[src/rtl/lm75_poll_seq.sv]
// ---------------------------------------------------------------------------
// lm75_poll_seq
//
// Periodic command sequencer for an I2C master that reads an LM75x
// temperature sensor.  Every POLL_CYCLES clocks (counted from the end of
// the previous transaction) it issues one read of pointer 0x00 (2 bytes),
// converts the result to a 9-bit signed temperature (0.5 degC/LSB) and
// retries failed transactions (NACK, missing ack, timeout) up to MAX_RETRY
// times before raising a sticky error flag.
//
// Optional feature (macro LM75_POLL_ALARM_EN): adds TOS/THYST parameters and
// an Alarm output with hysteresis, evaluated whenever Temp updates.
//
// Ports:
//   Clk_in       system clock
//   Rst          asynchronous active-high reset
//   Enable       polling runs while high
//   Ready        master idle / transaction complete
//   Error        master NACK flag, valid on the first Ready-high cycle
//   Data_out1/2  temperature MSB / LSB from the master
//   Start        one-cycle command pulse to the master
//   Adr          7-bit device address
//   Pointer      LM75 register pointer (always 0x00)
//   Set_pointer  master writes the pointer before reading
//   R_W          1 = read
//   Temp         signed temperature, 0.5 degC/LSB
//   Temp_valid   one-cycle pulse when Temp updates
//   Temp_err     sticky failure flag, cleared by the next good read
//   Busy         transaction in flight (including retry gaps)
//   Alarm        over-temperature flag (LM75_POLL_ALARM_EN only)
// ---------------------------------------------------------------------------
module lm75_poll_seq #(
    parameter logic [6:0]  DEV_ADR        = 7'b1001000,
    parameter int unsigned POLL_CYCLES    = 50000000,
    parameter int unsigned TIMEOUT_CYCLES = 200000,
    parameter int unsigned MAX_RETRY      = 2
`ifdef LM75_POLL_ALARM_EN
    ,
    parameter logic signed [8:0] TOS   = 9'sd160,
    parameter logic signed [8:0] THYST = 9'sd150
`endif
) (
    input  logic       Clk_in,
    input  logic       Rst,
    input  logic       Enable,
    input  logic       Ready,
    input  logic       Error,
    input  logic [7:0] Data_out1,
    input  logic [7:0] Data_out2,
    output logic       Start,
    output logic [6:0] Adr,
    output logic [7:0] Pointer,
    output logic       Set_pointer,
    output logic       R_W,
    output logic [8:0] Temp,
    output logic       Temp_valid,
    output logic       Temp_err,
    output logic       Busy
`ifdef LM75_POLL_ALARM_EN
    ,
    output logic       Alarm
`endif
);

    // Counter widths
    localparam int unsigned IntW = $clog2(POLL_CYCLES);
    localparam int unsigned TmoW = (TIMEOUT_CYCLES > 8) ? $clog2(TIMEOUT_CYCLES) : 3;
    localparam int unsigned RtyW = (MAX_RETRY > 0) ? $clog2(MAX_RETRY + 1) : 1;

    localparam logic [IntW-1:0] IntLast = IntW'(POLL_CYCLES - 1);
    localparam logic [TmoW-1:0] TmoLast = TmoW'(TIMEOUT_CYCLES - 1);
    // Ready still high on the 4th cycle after Start: master never took it
    localparam logic [TmoW-1:0] AckLast = TmoW'(3);
    localparam logic [RtyW-1:0] RtyMax  = RtyW'(MAX_RETRY);

    typedef enum logic [2:0] {
        StIdle,
        StInterval,
        StIssue,
        StAckWait,
        StWaitDone,
        StRetryGap
    } state_e;

    state_e          state_q, state_d;
    logic [IntW-1:0] int_cnt_q, int_cnt_d;
    logic [TmoW-1:0] tmo_cnt_q, tmo_cnt_d;
    logic [RtyW-1:0] retry_q, retry_d;
    logic [8:0]      temp_q, temp_d;
    logic            temp_valid_q, temp_valid_d;
    logic            temp_err_q, temp_err_d;
    // Set_pointer and R_W always move together for this read-only sequencer
    logic            cmd_q, cmd_d;

    logic            txn_ok;
    logic            txn_fail;
    logic [8:0]      new_temp;

    // Only the top bit of the LSB carries the 0.5 degC step
    assign new_temp = {Data_out1, Data_out2[7]};

    logic unused_lsb;
    assign unused_lsb = ^Data_out2[6:0];

    // ------------------------------------------------------------------
    // Next-state logic
    // ------------------------------------------------------------------
    always_comb begin
        state_d      = state_q;
        int_cnt_d    = int_cnt_q;
        tmo_cnt_d    = tmo_cnt_q;
        retry_d      = retry_q;
        temp_d       = temp_q;
        temp_valid_d = 1'b0;
        temp_err_d   = temp_err_q;
        cmd_d        = cmd_q;
        txn_ok       = 1'b0;
        txn_fail     = 1'b0;

        unique case (state_q)
            StIdle: begin
                cmd_d = 1'b0;
                if (Enable) begin
                    state_d   = StInterval;
                    int_cnt_d = '0;
                end
            end

            StInterval: begin
                if (!Enable) begin
                    state_d = StIdle;
                end else if (int_cnt_q == IntLast) begin
                    // Hold at terminal count until the master is idle
                    if (Ready) begin
                        state_d = StIssue;
                        cmd_d   = 1'b1;
                    end
                end else begin
                    int_cnt_d = int_cnt_q + 1'b1;
                end
            end

            StIssue: begin
                tmo_cnt_d = '0;
                state_d   = StAckWait;
            end

            StAckWait: begin
                if (!Ready) begin
                    state_d   = StWaitDone;
                    tmo_cnt_d = tmo_cnt_q + 1'b1;
                end else if (tmo_cnt_q == AckLast) begin
                    txn_fail = 1'b1;
                end else begin
                    tmo_cnt_d = tmo_cnt_q + 1'b1;
                end
            end

            StWaitDone: begin
                if (Ready) begin
                    if (Error) begin
                        txn_fail = 1'b1;
                    end else begin
                        txn_ok = 1'b1;
                    end
                end else if (tmo_cnt_q == TmoLast) begin
                    txn_fail = 1'b1;
                end else begin
                    tmo_cnt_d = tmo_cnt_q + 1'b1;
                end
            end

            StRetryGap: begin
                if (Enable) begin
                    state_d = StIssue;
                end else begin
                    // Enable dropped between attempts: give up without retrying
                    state_d    = StIdle;
                    temp_err_d = 1'b1;
                    retry_d    = '0;
                    cmd_d      = 1'b0;
                end
            end

            default: begin
                state_d = StIdle;
            end
        endcase

        if (txn_ok) begin
            temp_d       = new_temp;
            temp_valid_d = 1'b1;
            temp_err_d   = 1'b0;
            retry_d      = '0;
            cmd_d        = 1'b0;
            int_cnt_d    = '0;
            state_d      = Enable ? StInterval : StIdle;
        end

        if (txn_fail) begin
            if (Enable && (retry_q < RtyMax)) begin
                retry_d = retry_q + 1'b1;
                state_d = StRetryGap;
            end else begin
                // Final failure: Temp keeps its last good value
                temp_err_d = 1'b1;
                retry_d    = '0;
                cmd_d      = 1'b0;
                int_cnt_d  = '0;
                state_d    = Enable ? StInterval : StIdle;
            end
        end
    end

    // ------------------------------------------------------------------
    // State registers
    // ------------------------------------------------------------------
    always_ff @(posedge Clk_in or posedge Rst) begin
        if (Rst) begin
            state_q      <= StIdle;
            int_cnt_q    <= '0;
            tmo_cnt_q    <= '0;
            retry_q      <= '0;
            temp_q       <= '0;
            temp_valid_q <= 1'b0;
            temp_err_q   <= 1'b0;
            cmd_q        <= 1'b0;
        end else begin
            state_q      <= state_d;
            int_cnt_q    <= int_cnt_d;
            tmo_cnt_q    <= tmo_cnt_d;
            retry_q      <= retry_d;
            temp_q       <= temp_d;
            temp_valid_q <= temp_valid_d;
            temp_err_q   <= temp_err_d;
            cmd_q        <= cmd_d;
        end
    end

`ifdef LM75_POLL_ALARM_EN
    logic alarm_q, alarm_d;

    // Evaluated against the value being loaded into Temp so Alarm changes
    // in the same cycle as the Temp_valid pulse.
    always_comb begin
        alarm_d = alarm_q;
        if (txn_ok) begin
            if ($signed(new_temp) >= TOS) begin
                alarm_d = 1'b1;
            end else if ($signed(new_temp) < THYST) begin
                alarm_d = 1'b0;
            end
        end
    end

    always_ff @(posedge Clk_in or posedge Rst) begin
        if (Rst) begin
            alarm_q <= 1'b0;
        end else begin
            alarm_q <= alarm_d;
        end
    end

    assign Alarm = alarm_q;
`endif

    // ------------------------------------------------------------------
    // Outputs
    // ------------------------------------------------------------------
    assign Start       = (state_q == StIssue);
    assign Busy        = (state_q == StIssue) || (state_q == StAckWait) ||
                         (state_q == StWaitDone) || (state_q == StRetryGap);
    assign Adr         = DEV_ADR;
    assign Pointer     = 8'h00;
    assign Set_pointer = cmd_q;
    assign R_W         = cmd_q;
    assign Temp        = temp_q;
    assign Temp_valid  = temp_valid_q;
    assign Temp_err    = temp_err_q;

endmodule

[config.mk]
export PLATFORM = sky130hd
export DESIGN_NAME = lm75_poll_seq
export DESIGN_NICKNAME = d
export VERILOG_FILES = /design/src/rtl/lm75_poll_seq.sv
export SDC_FILE = /design/constraint.sdc
export NUM_CORES = 1
export LEC_CHECK = 0
export ABC_AREA = 1
export BUFFER_PORTS_ARGS = -buffer_cell sky130_fd_sc_hd__clkbuf_2
export CORE_MARGIN = 5
export CORE_UTILIZATION = 43
export DETAILED_ROUTE_END_ITERATION = 7
export HOLD_SLACK_MARGIN = 0.05
export PLACE_DENSITY_LB_ADDON = 0.05
export SKIP_LAST_GASP = 1
export SYNTH_ARGS = -nofsm -noshare
export SYNTH_HDL_FRONTEND = slang
export SYNTH_SLANG_ARGS = --single-unit
[constraint.sdc]
create_clock -name Clk_in -period 1.8 [get_ports Clk_in]
set_clock_uncertainty 0.15 [all_clocks]
set_input_delay 0.18 -clock Clk_in [delete_from_list [all_inputs] [get_ports Clk_in]]
set_output_delay 0.18 -clock Clk_in [all_outputs]
set_load 0.01 [all_outputs]
**Yosys cells after proc, flatten, opt, wreduce, memory -nomap -nowiden**

Cells that the tools add are included.

- Register bits after elaboration: 61
- Input port bits: 21
- Output and inout bits: 30
- Word-level logic and storage cells: 90

- Add/subtract/negate cells: 3
- $lt $le $gt $ge: 1
- Equal/unequal tests: 17
- Multiplexer cells: 51
- Reduce and logical (&&, ||, !) cells: 10

Operators with widths:

| kind | count |
|---|---|
| 26-bit two-way mux | 6 |
| 18-bit two-way mux | 4 |
| 18-bit one-hot mux with 3 select lines | 1 |
| 26-bit one-hot mux with 2 select lines | 1 |
| 26-bit by 1-bit adder with 26-bit output (second input constant) | 1 |
| 26-bit equality test (second input constant) | 1 |
| 3-bit two-way mux | 8 |
| 1-bit two-way mux | 22 |
| 18-bit by 1-bit adder with 18-bit output (second input constant) | 1 |
| 18-bit equality test (second input constant) | 1 |
| 18-bit by 2-bit equality test with 1-bit output (second input constant) | 1 |
| 3-bit one-hot mux with 6 select lines | 1 |
| 2-bit two-way mux | 6 |
| 5-bit != test (second input constant) | 2 |
| 4-bit != test (second input constant) | 2 |
| 3-bit by 2-bit equality test with 1-bit output (second input constant) | 2 |
| 3-bit equality test (second input constant) | 2 |
| 3-bit != test (second input constant) | 2 |
| 3-bit nonzero test | 2 |
| 5-bit AND reduction | 1 |
| 2-bit != test (second input constant) | 2 |
| 4-bit AND reduction | 1 |
| 3-bit by 1-bit equality test with 1-bit output (second input constant) | 1 |
| 3-bit zero test | 1 |
| other kinds (8) | 10 |

**Longest topological paths before layout**

Gate-level depths: netlist (run 1).

- Depth after elaboration: 7
- Mapped depth: 13
- Depth with buffers taken out: 13

**Least setup slack after synthesis (run 1)**

No wires, ideal clock.

- Path kind: reg2reg
- Start: register tmo_cnt_q[0]
- End: register tmo_cnt_q[2]
- Setup time: 0.122 ns
- Arrival time: 1.499 ns
- Data required time: 1.528 ns
- Path slack: 0.029 ns
- Stages on the path, launching flop included: 11
- Path buffers: 1
- Period minus slack after synthesis: 1.771 ns
- Cells stage by stage: dfrtp_1 ha_1 nand3_2 nor2_2 nand3_1 nand2_1 nand2_1 nand2_2 a21oi_4 buf_6 o21ai_1

- Longest elaborated chain between the ends: 4
- Elaborated cells on any way between the ends: 11
- Those cells by class: add/sub: 1; eq/ne: 4; mux: 5; reduce/logical: 1

RTL lines:

| item | RTL line | source |
|---|---|---|
| start: declaration | 87 | `logic [TmoW-1:0] tmo_cnt_q, tmo_cnt_d;` |
| start signal: assignment | 231 | `tmo_cnt_q <= tmo_cnt_d;` |
| 18-bit by 1-bit adder with 18-bit output | 151, 155, 169 |  |
| 18-bit two-way mux (on tied branches) | 166, 152 |  |
| 18-bit two-way mux (on tied branches) | 160, 149 |  |
| 18-bit one-hot mux with 3 select lines | 120 | `unique case (state_q)` |

Parallel ways exist; a longest one is shown, timed or not. The select of a mux whose other input is x is not followed.
A chain may end at the register's enable or synchronous reset.

**Worst setup path in the final report (run 1)**

- Start: register int_cnt_q[0]
- End: register state_q[0]

- Longest elaborated chain between the ends: 3

RTL lines:

| item | RTL line | source |
|---|---|---|
| start: declaration | 86 | `logic [IntW-1:0] int_cnt_q, int_cnt_d;` |
| start signal: assignment | 230 | `int_cnt_q <= int_cnt_d;` |
| 26-bit equality test | 132 | `end else if (int_cnt_q == IntLast) begin` |
| 5-bit != test (no line) | n/a |  |
| 5-bit AND reduction (no line) | n/a |  |
| end signal: assignment | 220 | `state_q <= StIdle;` |
| end signal: assignment | 229 | `state_q <= state_d;` |
| end: declaration | 85 | `state_e state_q, state_d;` |

Every way passes these cells.

==> results of run 1 <==
[layout make-up]
type | count | area (um^2) | area share (%)
Clock inverter | 7 | 42.5 | 0.701
Clock buffer | 9 | 124 | 2.04
Timing Repair Buffer | 135 | 1130 | 18.7
Sequential cell | 61 | 1530 | 25.2
Multi-Input combinational cell | 512 | 2760 | 45.5
Inverter | 77 | 300 | 4.95
Tap cell | 136 | 170 | 2.81
[routing by layer]
layer | vias to the layer above | share of wire [%] | global-route usage [%]
li1 | 2332 | - | -
met1 | 2157 | 43 | 26.4
met2 | 113 | 50 | 36.7
met3 | 26 | 4.5 | 3.97
met4 | 0 | 2.3 | 6.49
met5 | - | 0 | 0
[worst max-delay path, stage by stage (launching register included)]
cell     delay [ns]
dfrtp_1        0.37
ha_2           0.20
nand2_2        0.08
nor2_4         0.16
inv_2          0.07
nor2_4         0.14
buf_6          0.12
nand3_2        0.05
nand2_2        0.07
nand2_2        0.06
nand2_4        0.08
nand2_1        0.05
nand2_1        0.07
nand2_1        0.05
[state kept, by name, indices dropped and copies added, names as in the netlist]
| register | count |
|---|---|
| int_cnt_q | 26 |
| tmo_cnt_q | 18 |
| Temp | 9 |
| state_q | 3 |
| retry_q | 2 |
| R_W | 1 |
| Temp_err | 1 |
| Temp_valid | 1 |
[power groups by stage]
| stage | logic [mW] | clock network [mW] | registers (mW) |
|---|---|---|---|
| 2_1_floorplan | 2.18 | 0 | 1.99 |
| 3_3_place_gp | 3.61 | 0 | 1.91 |
| 3_5_place_dp | 3.67 | 0 | 1.92 |
| 4_1_cts | 3.96 | 1.14 | 1.91 |
| 5_1_grt | 4.79 | 1.21 | 1.97 |
| 6_report | 4.33 | 1.12 | 1.93 |
[stage by stage]
| stage | util (%) | setup TNS, ns | instances | hold WS (ns) |
|---|---|---|---|---|
| finish | 59.6 | -0.288 | 937 | 0.202 |
| global route | 59.6 | -4.40 | 937 | 0.211 |
| CTS | 55.8 | -0.606 | 932 | 0.197 |
| detailed placement | 51.8 | -0.506 | 899 | 0.0477 |
| global placement | 51.8 | -0.105 | 899 | 0.0423 |
| floorplan | - | 0 | 683 | 0.140 |
[cells in the final DEF (no fill, tap or decap), drive strengths merged]
master       count
clkbuf          39
ha               2
a22oi            1
xnor2            2
a21oi           22
nand2          227
o211ai           4
nand3b           6
conb            15
buf             94
xor2            17
o22ai            1
clkinv           4
dlygate4sd3     11
nand4           12
nor2            99
clkinvlp         4
a32oi            1
inv             76
o21ai           42
nor3             9
nand3           51
or2              1
dfrtp           61
[logic make-up after synthesis]
logic type	count (synthesis)
xor gates and xnor gates	19
adders and majority gates	2
DFF	61
other	2
AOI/OAI and AO/OA	71
and+or+nand+nor	405
buffers and inverters	110
[timing repair]
action | 4_1_cts | 5_1_grt
endpoints found under the hold margin | 67 | 0
buffers inserted | 5 | 3
endpoints found under the setup margin | 48 | 51
cloned | 1 | 3
gates resized for setup | 15 | 95
pin swaps | 6 | 31
hold buffers | 11 | 0
[final timing paths]
path,start,to,slack [ns],cells past startpoint
setup / recovery,int_cnt_q[0],state_q[0],-0.03,13
hold / removal,Enable,retry_q[1],0.20,4
setup reg to reg,int_cnt_q[0],state_q[0],-0.03,13
hold reg to reg,Temp[5],Temp[5],0.33,2
max in group asynchronous,Rst,int_cnt_q[6],0.72,4
min in group asynchronous,Rst,int_cnt_q[12],0.21,3
==> impl_results.md, run 1 <==
- Outcome: complete, but fails checks
- Violated checks: setup timing
- Starting Density: a little over two fifths
- # setup viols final: 21
- Fin. Hold Viols: 0
- H-tree depth: 3
- Drt initial violations: 255
- Yosys reg bits: just over 60
- Final period utilization: 102%
- TritonCTS clock tree: done
- Die area: ~12,000 um^2
- Register area share after synthesis: roughly a third
- Total gr overflow: 0
- Syn. warnings: 0
- Fill count: about 980
- Chip width: between 100 and 150 um
- Net Switching: roughly 3.3 mW
- Max Cap Viol: 0
- RePlAce Congestion: about 0.9
- Share of layout cells above drive strength 1: between 30% and 40%
- Clock sink count: 61
- Area grow syn2layout: 37.0%
- Leakage: 2.87 nW
- Port bufs: 28
- Syn avg cell area: ~6.6 um^2
- Simple-gate share of the synthesized area: between 40% and 50%
- Pin count of the biggest net entering global routing: 34
- Adder-cell share of the synthesized area: less than 1%
- GRT Resource Usage Total: 21.0%
- Initial DRT Pass Iterations: 5
- Average wire per standard cell: about 14 um
- Pins Over Slew Limit: 0
- Post-synth top area share: around 34%
- Via-per-instance ratio: roughly 4.9
- Final nets: slightly above 800
- Flop pwr share: 26.1%
- Synth top area cells: dfrtp_1, nand2_1, nor2_1, nand3_1, inv_1
- Final WL: ~13 mm
- Largest area contributor in the netlist: dfrtp_1
- Clock Power Share: roughly 15%
- Row cnt: 37
- Clock transition at the registers of the reported paths: approximately 0.080 ns
- Mux cell area share after synthesis: 0%
- DRC viols: 0
- Worst Path Required: ~1.9 ns
- Combinational share of power: about three fifths
- Post-synth ARST share: 100%
- Crit path time final: ~1.8 ns
- Hold/Removal Path Class: in2reg
- ANT cells: 0
- Io pins: 51
- Yosys cell types: 35
- Post-synth EDFFs: 0
- Largest family of logic cells by synthesized area: simple AND/OR/NAND/NOR gates
- Startpoint Class: register
- Dpl hpwl: 9.23 mm
- Synth Area in Compound Gates: about 9%
- Vias in the first global route: 4,623
- Clk buf depth: 2
- Power Total: roughly 7.4 mW
- XOR/XNOR Fraction of Synth Area: between 3 and 4%
- Setup ws final: -0.0306 ns
- Total CTS buffers: 9
- Dpl ws: -0.0477 ns
- Global-route wire length before repair: around 22 mm
- Core ar.: 10,200 um^2
- Placed Area: ~5300 um^2
- Crit path kind: reg2reg
- Power Internal: 4.06 mW
- Clock Latency Late Sink: about 0.36 ns
- Post-synthesis instance area: approximately 4400 um^2
- Design area: around 6100 um^2
- Post-synthesis cell count: 670
- Die Ht: between 100 and 150 um
- Max VDD drop: between 0.6 and 0.7 mV
- ANT nets after route: 0
- CTS root buf: clkbuf_8
- Initial antenna violation count: 0
- Net Sw Frac: between 40 and 50%
- Peak fanout along the critical path: 4
- RSZ-0062 raised after global routing: true
- Most instantiated library cell after synthesis: nand2_1
- F_max: 546 MHz
- Primary FF master, synth: dfrtp_1
- Post-synth top cells: nand2_1, nor2_1, inv_1
- CP Capture Type: register
- Vias: 4,628
- WP data arrival: around 1.9 ns
- Power Density: 1220 nW/um^2
(Power assumes the default switching activity.)
==> inputs of run 2 (changes only) <==
--- a/config.mk
+++ b/config.mk
@@ -5,10 +5,9 @@
 export SDC_FILE = /design/constraint.sdc
 export NUM_CORES = 1
 export LEC_CHECK = 0
-export ABC_AREA = 1
 export BUFFER_PORTS_ARGS = -buffer_cell sky130_fd_sc_hd__clkbuf_2
 export CORE_MARGIN = 5
-export CORE_UTILIZATION = 43
+export CORE_UTILIZATION = 30
 export DETAILED_ROUTE_END_ITERATION = 7
 export HOLD_SLACK_MARGIN = 0.05
 export PLACE_DENSITY_LB_ADDON = 0.05
==> run 2 against run 1 <==
  * The run still ends with setup timing left
  * Final area down 6.1%
  * Critical path depth down 5
  * Synthesized area decreased by 16%
  * Non-clock buffer count rose by 38
  * Wire length is 11% lower
  * Power shrank 13%
  * First-iteration DRC count decreased by 21%
  * Die area up 18%
  * Fmax down 9.8%
  * Final cell count is 20% lower
  * Clock power is 40% higher
  * Sequential share of layout area increased by 1.7 points
==> impl_results.md, run 2 <==
- Area grow syn2layout: 54.0%
- Chip width: 121 um (+8.6%)
- Final nets: 601 (-27%)
- CTS root buf: clkbuf_16
- Initial DRT Pass Iterations: 4 (-1)
- Biggest register: int_cnt_q
- Core ar.: 12,100 um^2 (+18%)
- Register area share after synthesis: 41.3% (+6.8 points)
- Final WL: 11.7 mm (-11%)
- Pins Over Slew Limit: 0 (unchanged)
- Rel. slew slack: 63.1%
- Dpl ws: -0.335 ns (-0.288 ns)
- Most frequent cells in the layout: buf_4, dfrtp_1, nor2_1, nand2_1, clkbuf_2
- Post-synthesis instance area: 3700 um^2 (-16%)
- Total gr overflow: 0 (unchanged)
- RSZ-0062 raised after global routing: true
- Final period utilization: 113% (+11 points)
- Commonest non-fill, non-tap cell in the layout: buf_4
- Drt initial violations: 201 (-21%)
- # setup viols final: 58 (+180%)
- Hold/Removal Path Class: in2reg
- Pin count of the biggest net entering global routing: 40 (+18%)
- CP Capture Type: register
- Dpl hpwl: 8.38 mm (-9.2%)
- Average wire per standard cell: 15.6 um (+12%)
- Startpoint Class: register
- Peak fanout along the critical path: 4 (unchanged)
- TritonCTS clock tree: done
- Fin. Hold Viols: 0 (unchanged)
- Post-synth top area share: 41.3% (+6.8 points)
- Crit path kind: reg2reg
- Total CTS buffers: 9 (unchanged)
- DRC viols: 0 (unchanged)
- Clk buf depth: 2 (unchanged)
- Die Ht: 121 um (+8.6%)
- ANT cells: 0 (unchanged)
- Die area: 14,600 um^2 (+18%)
- Leakage: 2.62 nW (-8.6%)
- Routing usage on met3: 2.80% (-1.2 points)
- Hold slack final: 0.120 ns (-0.0822 ns)
- Outcome: complete, but fails checks
- Post-synth EDFFs: 0 (unchanged)
- F_max: 493 MHz (-9.8%)
- Violated checks: setup timing
- Max VDD drop: 0.460 mV (-31%)
- ANT nets after route: 0 (unchanged)
- Yosys cell types: 63 (+80%)
- H-tree depth: 3 (unchanged)
- Max Cap Viol: 0 (unchanged)
- Row cnt: 40 (+8.1%)
- Final core utilization: 47.2% (-12 points)
- Via-per-instance ratio: 4.97 (+0.72%)
- WP data arrival: 2.14 ns (+0.21 ns)
- Grt met2 use: 25.9% (-11 points)
- Starting Density: 30.7% (-13 points)
- Post-synth top cells: dfrtp_1, nor2_1, nand2_1
- Share of layout cells above drive strength 1: 43.2% (+11 points)
- Synth top area cells: dfrtp_1, nor2_1, nand2_1, buf_4, a21oi_1
- Number of flip-flops in the largest register: 26 (unchanged)
- Clock transition at the registers of the reported paths: 0.05 ns (-0.03 ns)
- Power Density: 1130 nW/um^2 (-7.2%)
- Worst R2R Setup Slack: -0.23 ns (-0.20 ns)
- Clock sink count: 61 (unchanged)
- Global route hottest layer: met2
- Global-route wire length before repair: 19.3 mm (-10%)
- Yosys reg bits: 61 (unchanged)
- RePlAce Congestion: 0.836 (-7.6%)
- Power Total: 6.43 mW (-13%)
- Largest area contributor in the netlist: dfrtp_1
- GRT Resource Usage Total: 16.9% (-4.1 points)
- Worst-Margin Slew: approximately 0.55 ns
- Syn avg cell area: 8.89 um^2 (+35%)
- Worst Path Required: 1.91 ns (about the same)
- Setup ws final: -0.230 ns (-0.199 ns)
- Vias: 3,726 (-19%)
- M1 GR Usage: 23.6% (-2.8 points)
- Io pins: 51 (unchanged)
- Most instantiated library cell after synthesis: dfrtp_1
- Initial antenna violation count: 0 (unchanged)
- Clock Latency Late Sink: 0.34 ns (-0.02 ns)
- Crit path time final: 2.03 ns (+0.199 ns)
- Post-synthesis cell count: 416 (-38%)
- Post-synth ARST share: 100% (unchanged)
- Syn. warnings: 0 (unchanged)
- Primary FF master, synth: dfrtp_1
- Vias in the first global route: 3,744 (-19%)
- Fill count: 1,182 (+20%)
- Port bufs: 28 (unchanged)
run 2: cell types whose count changed after synthesis, sizes merged, moves of 7 or more:
cell | before | now
clkbuf | 2 | 10
a31oi | 0 | 7
mux2 | 0 | 9
a311oi | 0 | 10
o21ai | 42 | 20
nor2 | 99 | 44
nand2 | 227 | 39
and4 | 0 | 9
and2 | 0 | 10
and3 | 0 | 8
nand3 | 51 | 12
inv | 77 | 13
run 2: cells by family (layout without fill, tap and decap cells):
family	after synthesis	count (layout)	share of synthesized area [%]
other	2	15	0.203
buffers and inverters	49	201	6.93
and+or+nand+nor	179	179	26.0
DFF	61	61	41.3
muxes	9	9	2.74
adders and majority gates	2	2	0.676
xor gates and xnor gates	14	14	3.32
AOI/OAI and AO/OA	100	100	18.8
run 2: power by group:
| group | internal, mW | switching, mW | total (mW) |
|---|---|---|---|
| Sequential | 1.61 | 0.177 | 1.79 |
| Clock | 0.984 | 0.584 | 1.57 |
| Combinational | 1.51 | 1.57 | 3.08 |
| Total | 4.10 | 2.33 | 6.43 |
run 2: layout make-up:
type                       count  area [um^2]  area share [%]
sequential                    61         1530            26.9
tap                          168          210            3.69
multi-input combinational    319         2220            39.0
timing repair buffer         173         1410            24.7
inverter                      14         61.3            1.08
clock inverter                 2         10.0           0.176
clock buffer                  12          256            4.50
run 2: timing repair:
action	4_1_cts	5_1_grt
resized for setup	42	28
hold endpoints to repair	31	0
setup endpoints to repair	62	62
setup buffers	10	13
cloned	1	0
hold buffers	10	0
pin swaps	26	26
run 2: critical path, cell delays in order, from the launching register on:
cell	delay [ns]
dfrtp_2	0.42
ha_4	0.16
nor4b_4	0.13
and2_4	0.15
a41oi_4	0.16
buf_4	0.18
nand2_1	0.08
or4_1	0.41
nand4_1	0.11
run 2: path summary, 6_finish.rpt:
path                                    from      endpoint  depth (start not counted)
max in group asynchronous                Rst  int_cnt_q[9]                          4
worst max-delay path            tmo_cnt_q[0]  tmo_cnt_q[0]                          8
worst max register to register  tmo_cnt_q[0]  tmo_cnt_q[0]                          8
worst min-delay path                   Error      Temp_err                          4
worst min register to register       Temp[8]       Temp[8]                          1
min in group asynchronous                Rst           R_W                          3
run 2: through the flow:
| stage | cell area [um^2] | std cells | TNS, ns |
|---|---|---|---|
| after floorplan | 3870 | 429 | -5.22 |
| after global placement | 4880 | 703 | -13.71 |
| after detailed placement | 4880 | 703 | -13.80 |
| after CTS | 5520 | 737 | -9.09 |
| after global routing | 5700 | 749 | -14.43 |
| final | 5700 | 749 | -8.61 |
run 2: layer usage:
layer  up-vias  wire (um)
met5         -          0
met4         0        210
met3        16        478
met2        78       5360
met1      1787       5650
li1       1845          -
==> inputs of run 3 (changes only) <==
--- a/config.mk
+++ b/config.mk
@@ -7,7 +7,7 @@
 export LEC_CHECK = 0
 export BUFFER_PORTS_ARGS = -buffer_cell sky130_fd_sc_hd__clkbuf_2
 export CORE_MARGIN = 5
-export CORE_UTILIZATION = 30
+export CORE_UTILIZATION = 50
 export DETAILED_ROUTE_END_ITERATION = 7
 export HOLD_SLACK_MARGIN = 0.05
 export PLACE_DENSITY_LB_ADDON = 0.05
==> run 3 against run 2 <==
  * Critical path depth decreased by 1
  * Final area increased by 5.1%
  * Non-clock buffer count increased by 15
  * The run still ends with setup timing left
  * Count of clock-buffer cells in the layout decreased by 2
  * Sequential power about the same
  * Power increased by 7.8%
  * Fmax decreased by 4.7%
  * Critical path type unchanged
  * Sequential share of layout area decreased by 1.3 points
  * Register-to-register slack got worse by 0.10 ns
  * Die area decreased by 37%
  * Core utilization increased by 36 points
  * Final cell count decreased by 6.9%
==> impl_results.md, run 3 (synthesized netlist as in run 2, its figures left out) <==
- Outcome: complete, but fails checks
- Violated checks: setup timing
- Final nets: 616 (+2.5%)
- Global-route wire length before repair: 19.0 mm (-1.9%)
- Biggest register: int_cnt_q
- FF+latch area: 1530 um^2 (unchanged)
- RePlAce Congestion: 0.891 (+6.6%)
- R2R Path End: int_cnt_q[4]
- Max VDD drop: 0.805 mV (+75%)
- GRT Resource Usage Total: 26.9% (+9.9 points)
- ANT nets after route: 0 (unchanged)
- Design area: 5990 um^2 (+5.1%)
- Vias: 4,176 (+12%)
- Io pins: 51 (unchanged)
- Worst-path cell chain: nor4_1 > and4_4 > and2_1 > nand2b_4 > o311ai_0 > buf_4 > a21oi_2
- Starting Density: 51.3% (+21 points)
- Dpl hpwl: 7.65 mm (-8.7%)
- Power Total: 6.93 mW (+7.8%)
- Average wire per standard cell: 19.3 um (+23%)
- Most frequent cells in the layout: buf_4, dfrtp_1, nor2_1, nand2_1, clkbuf_2
- F_max: 470 MHz (-4.7%)
- Startpoint Class: register
- # setup viols final: 62 (+6.9%)
- Row cnt: 31 (-23%)
- TritonCTS clock tree: done
- Multi-input logic area: 2470 um^2 (+11%)
- Fill count: 424 (-64%)
- Hold/Removal Path Class: in2reg
- Worst setup path endpoint: int_cnt_q[4]
- Hold slack final: 0.163 ns (+0.0434 ns)
- Critical Path Max Stage Delay: 0.43 ns (about the same)
- Pin count of the biggest net entering global routing: 37 (-7.5%)
- Hold path depth: 4 (unchanged)
- ANT cells: 0 (unchanged)
- Number of flip-flops in the largest register: 26 (unchanged)
- CP Capture Type: register
- Critical path startpoint: int_cnt_q[7]
- Reg2Reg Depth: 7 (-1)
- Placed Area: 4750 um^2 (-2.7%)
- CP Depth: 7 (-1)
- Die area: 9220 um^2 (-37%)
- Total CTS buffers: 9 (unchanged)
- Clock sink count: 61 (unchanged)
- Share of layout cells above drive strength 1: 51.3% (+8.1 points)
- Clock transition at the registers of the reported paths: 0.07 ns (+0.02 ns)
- Worst Path Required: 1.93 ns (+0.02 ns)
- Setup_tns: -13.37 ns (-4.75 ns)
- Final WL: 13.4 mm (+15%)
- Die Ht: 96.0 um (-21%)
- Final core utilization: 83.0% (+36 points)
- Peak fanout along the critical path: 5 (+1)
- Power Density: 1160 nW/um^2 (+2.5%)
- Crit path time final: 2.13 ns (+0.0996 ns)
- CTS root buf: clkbuf_8
- Setup ws final: -0.329 ns (-0.0996 ns)
- Commonest non-fill, non-tap cell in the layout: buf_4
- Leakage: 2.70 nW (+3.0%)
- Drt initial violations: 457 (+130%)
- Total gr overflow: 0 (unchanged)
- CP top delay family: simple AND/OR/NAND/NOR gates
- Worst reg2reg startpoint: int_cnt_q[7]
- Fin. Hold Viols: 0 (unchanged)
- Chip width: 96.0 um (-21%)
- Clock Latency Late Sink: 0.36 ns (+0.02 ns)
- Port bufs: 28 (unchanged)
- Core ar.: 7210 um^2 (-40%)
- Initial antenna violation count: 0 (unchanged)
- Worst R2R Setup Slack: -0.33 ns (-0.10 ns)
- Master of the slowest instance on the critical path: nor4_1
- Vias in the first global route: 3,820 (+2.0%)
- WP data arrival: 2.26 ns (+0.12 ns)
- RSZ-0062 raised after global routing: true
- Initial DRT Pass Iterations: 6 (+2)
- Max Cap Viol: 0 (unchanged)
- Final period utilization: 118% (+5.5 points)
- Crit path kind: reg2reg
- H-tree depth: 3 (unchanged)
- Crit path buffers/inverters: 1 (unchanged)
- Area grow syn2layout: 61.9%
- DRC viols: 0 (unchanged)
- Clk buf depth: 2 (unchanged)
- Pins Over Slew Limit: 0 (unchanged)
- Via-per-instance ratio: 5.99 (+20%)
==> run 3: cell types whose count changed in the layout (fill, tap and decap cells not counted), moves of 4 or more <==
cell       change
buf_4          +6
clkbuf_8       +8
a21oi_1        -4
a211oi_2       +5
clkbuf_16      -7
a21oi_2        +4
a211oi_1       -5
a311oi_2       +7
buf_6          +9
a311oi_1       -7
==> run 3: worst min-delay path: cells and delay by family <==
kind / cells / cell delay (ns)
simple gates: 1 / 0.09
buf+inv: 2 / 0.30
compound gates: 1 / 0.06
==> run 3: what timing repair did <==
| item | CTS | global route |
|---|---|---|
| buffers inserted | 13 | 23 |
| hold buffers | 10 | 0 |
| pin swaps | 24 | 41 |
| setup endpoints to repair | 62 | 62 |
| gates cloned | 2 | 2 |
| hold endpoints to repair | 70 | 0 |
| resized for setup | 54 | 76 |
==> run 3: power breakdown <==
group,switching (mW),internal [mW]
combinational,1.90,1.67
clock,0.603,0.955
sequential,0.200,1.60
total,2.70,4.23
==> run 3: worst min path at each step <==
stage | from | to | slack (ns)
after floorplan | Rst | R_W | 0.14
after global placement | Rst | Temp[6] | 0.12
after detailed placement | Rst | Temp[6] | 0.13
after CTS | Enable | R_W | 0.13
after global routing | Enable | R_W | 0.15
final | Enable | R_W | 0.16
==> run 3: layout make-up <==
class | count | share of cell area (%)
inverters | 14 | 0.982
repair buffers | 188 | 26.0
clock buffers | 10 | 2.30
well taps | 99 | 2.07
multi-input cells | 319 | 41.2
flip-flops and latches | 61 | 25.6
clock inverters | 6 | 1.84
==> run 3: metal layers <==
layer / GRT usage [%] / vias to the layer above / share of wire, %
met4: 7.70 / 0 / 3.3
li1: - / 1868 / -
met5: 0 / - / 0
met3: 5.47 / 53 / 8.9
met1: 37.2 / 2001 / 40
met2: 42.6 / 254 / 48
==> run 3: through the flow <==
stage	cells	setup WS, ns
3_5_place_dp	633	-0.272
5_1_grt	697	-0.449
3_3_place_gp	633	-0.300
2_1_floorplan	429	-0.212
6_report	697	-0.329
4_1_cts	674	-0.248
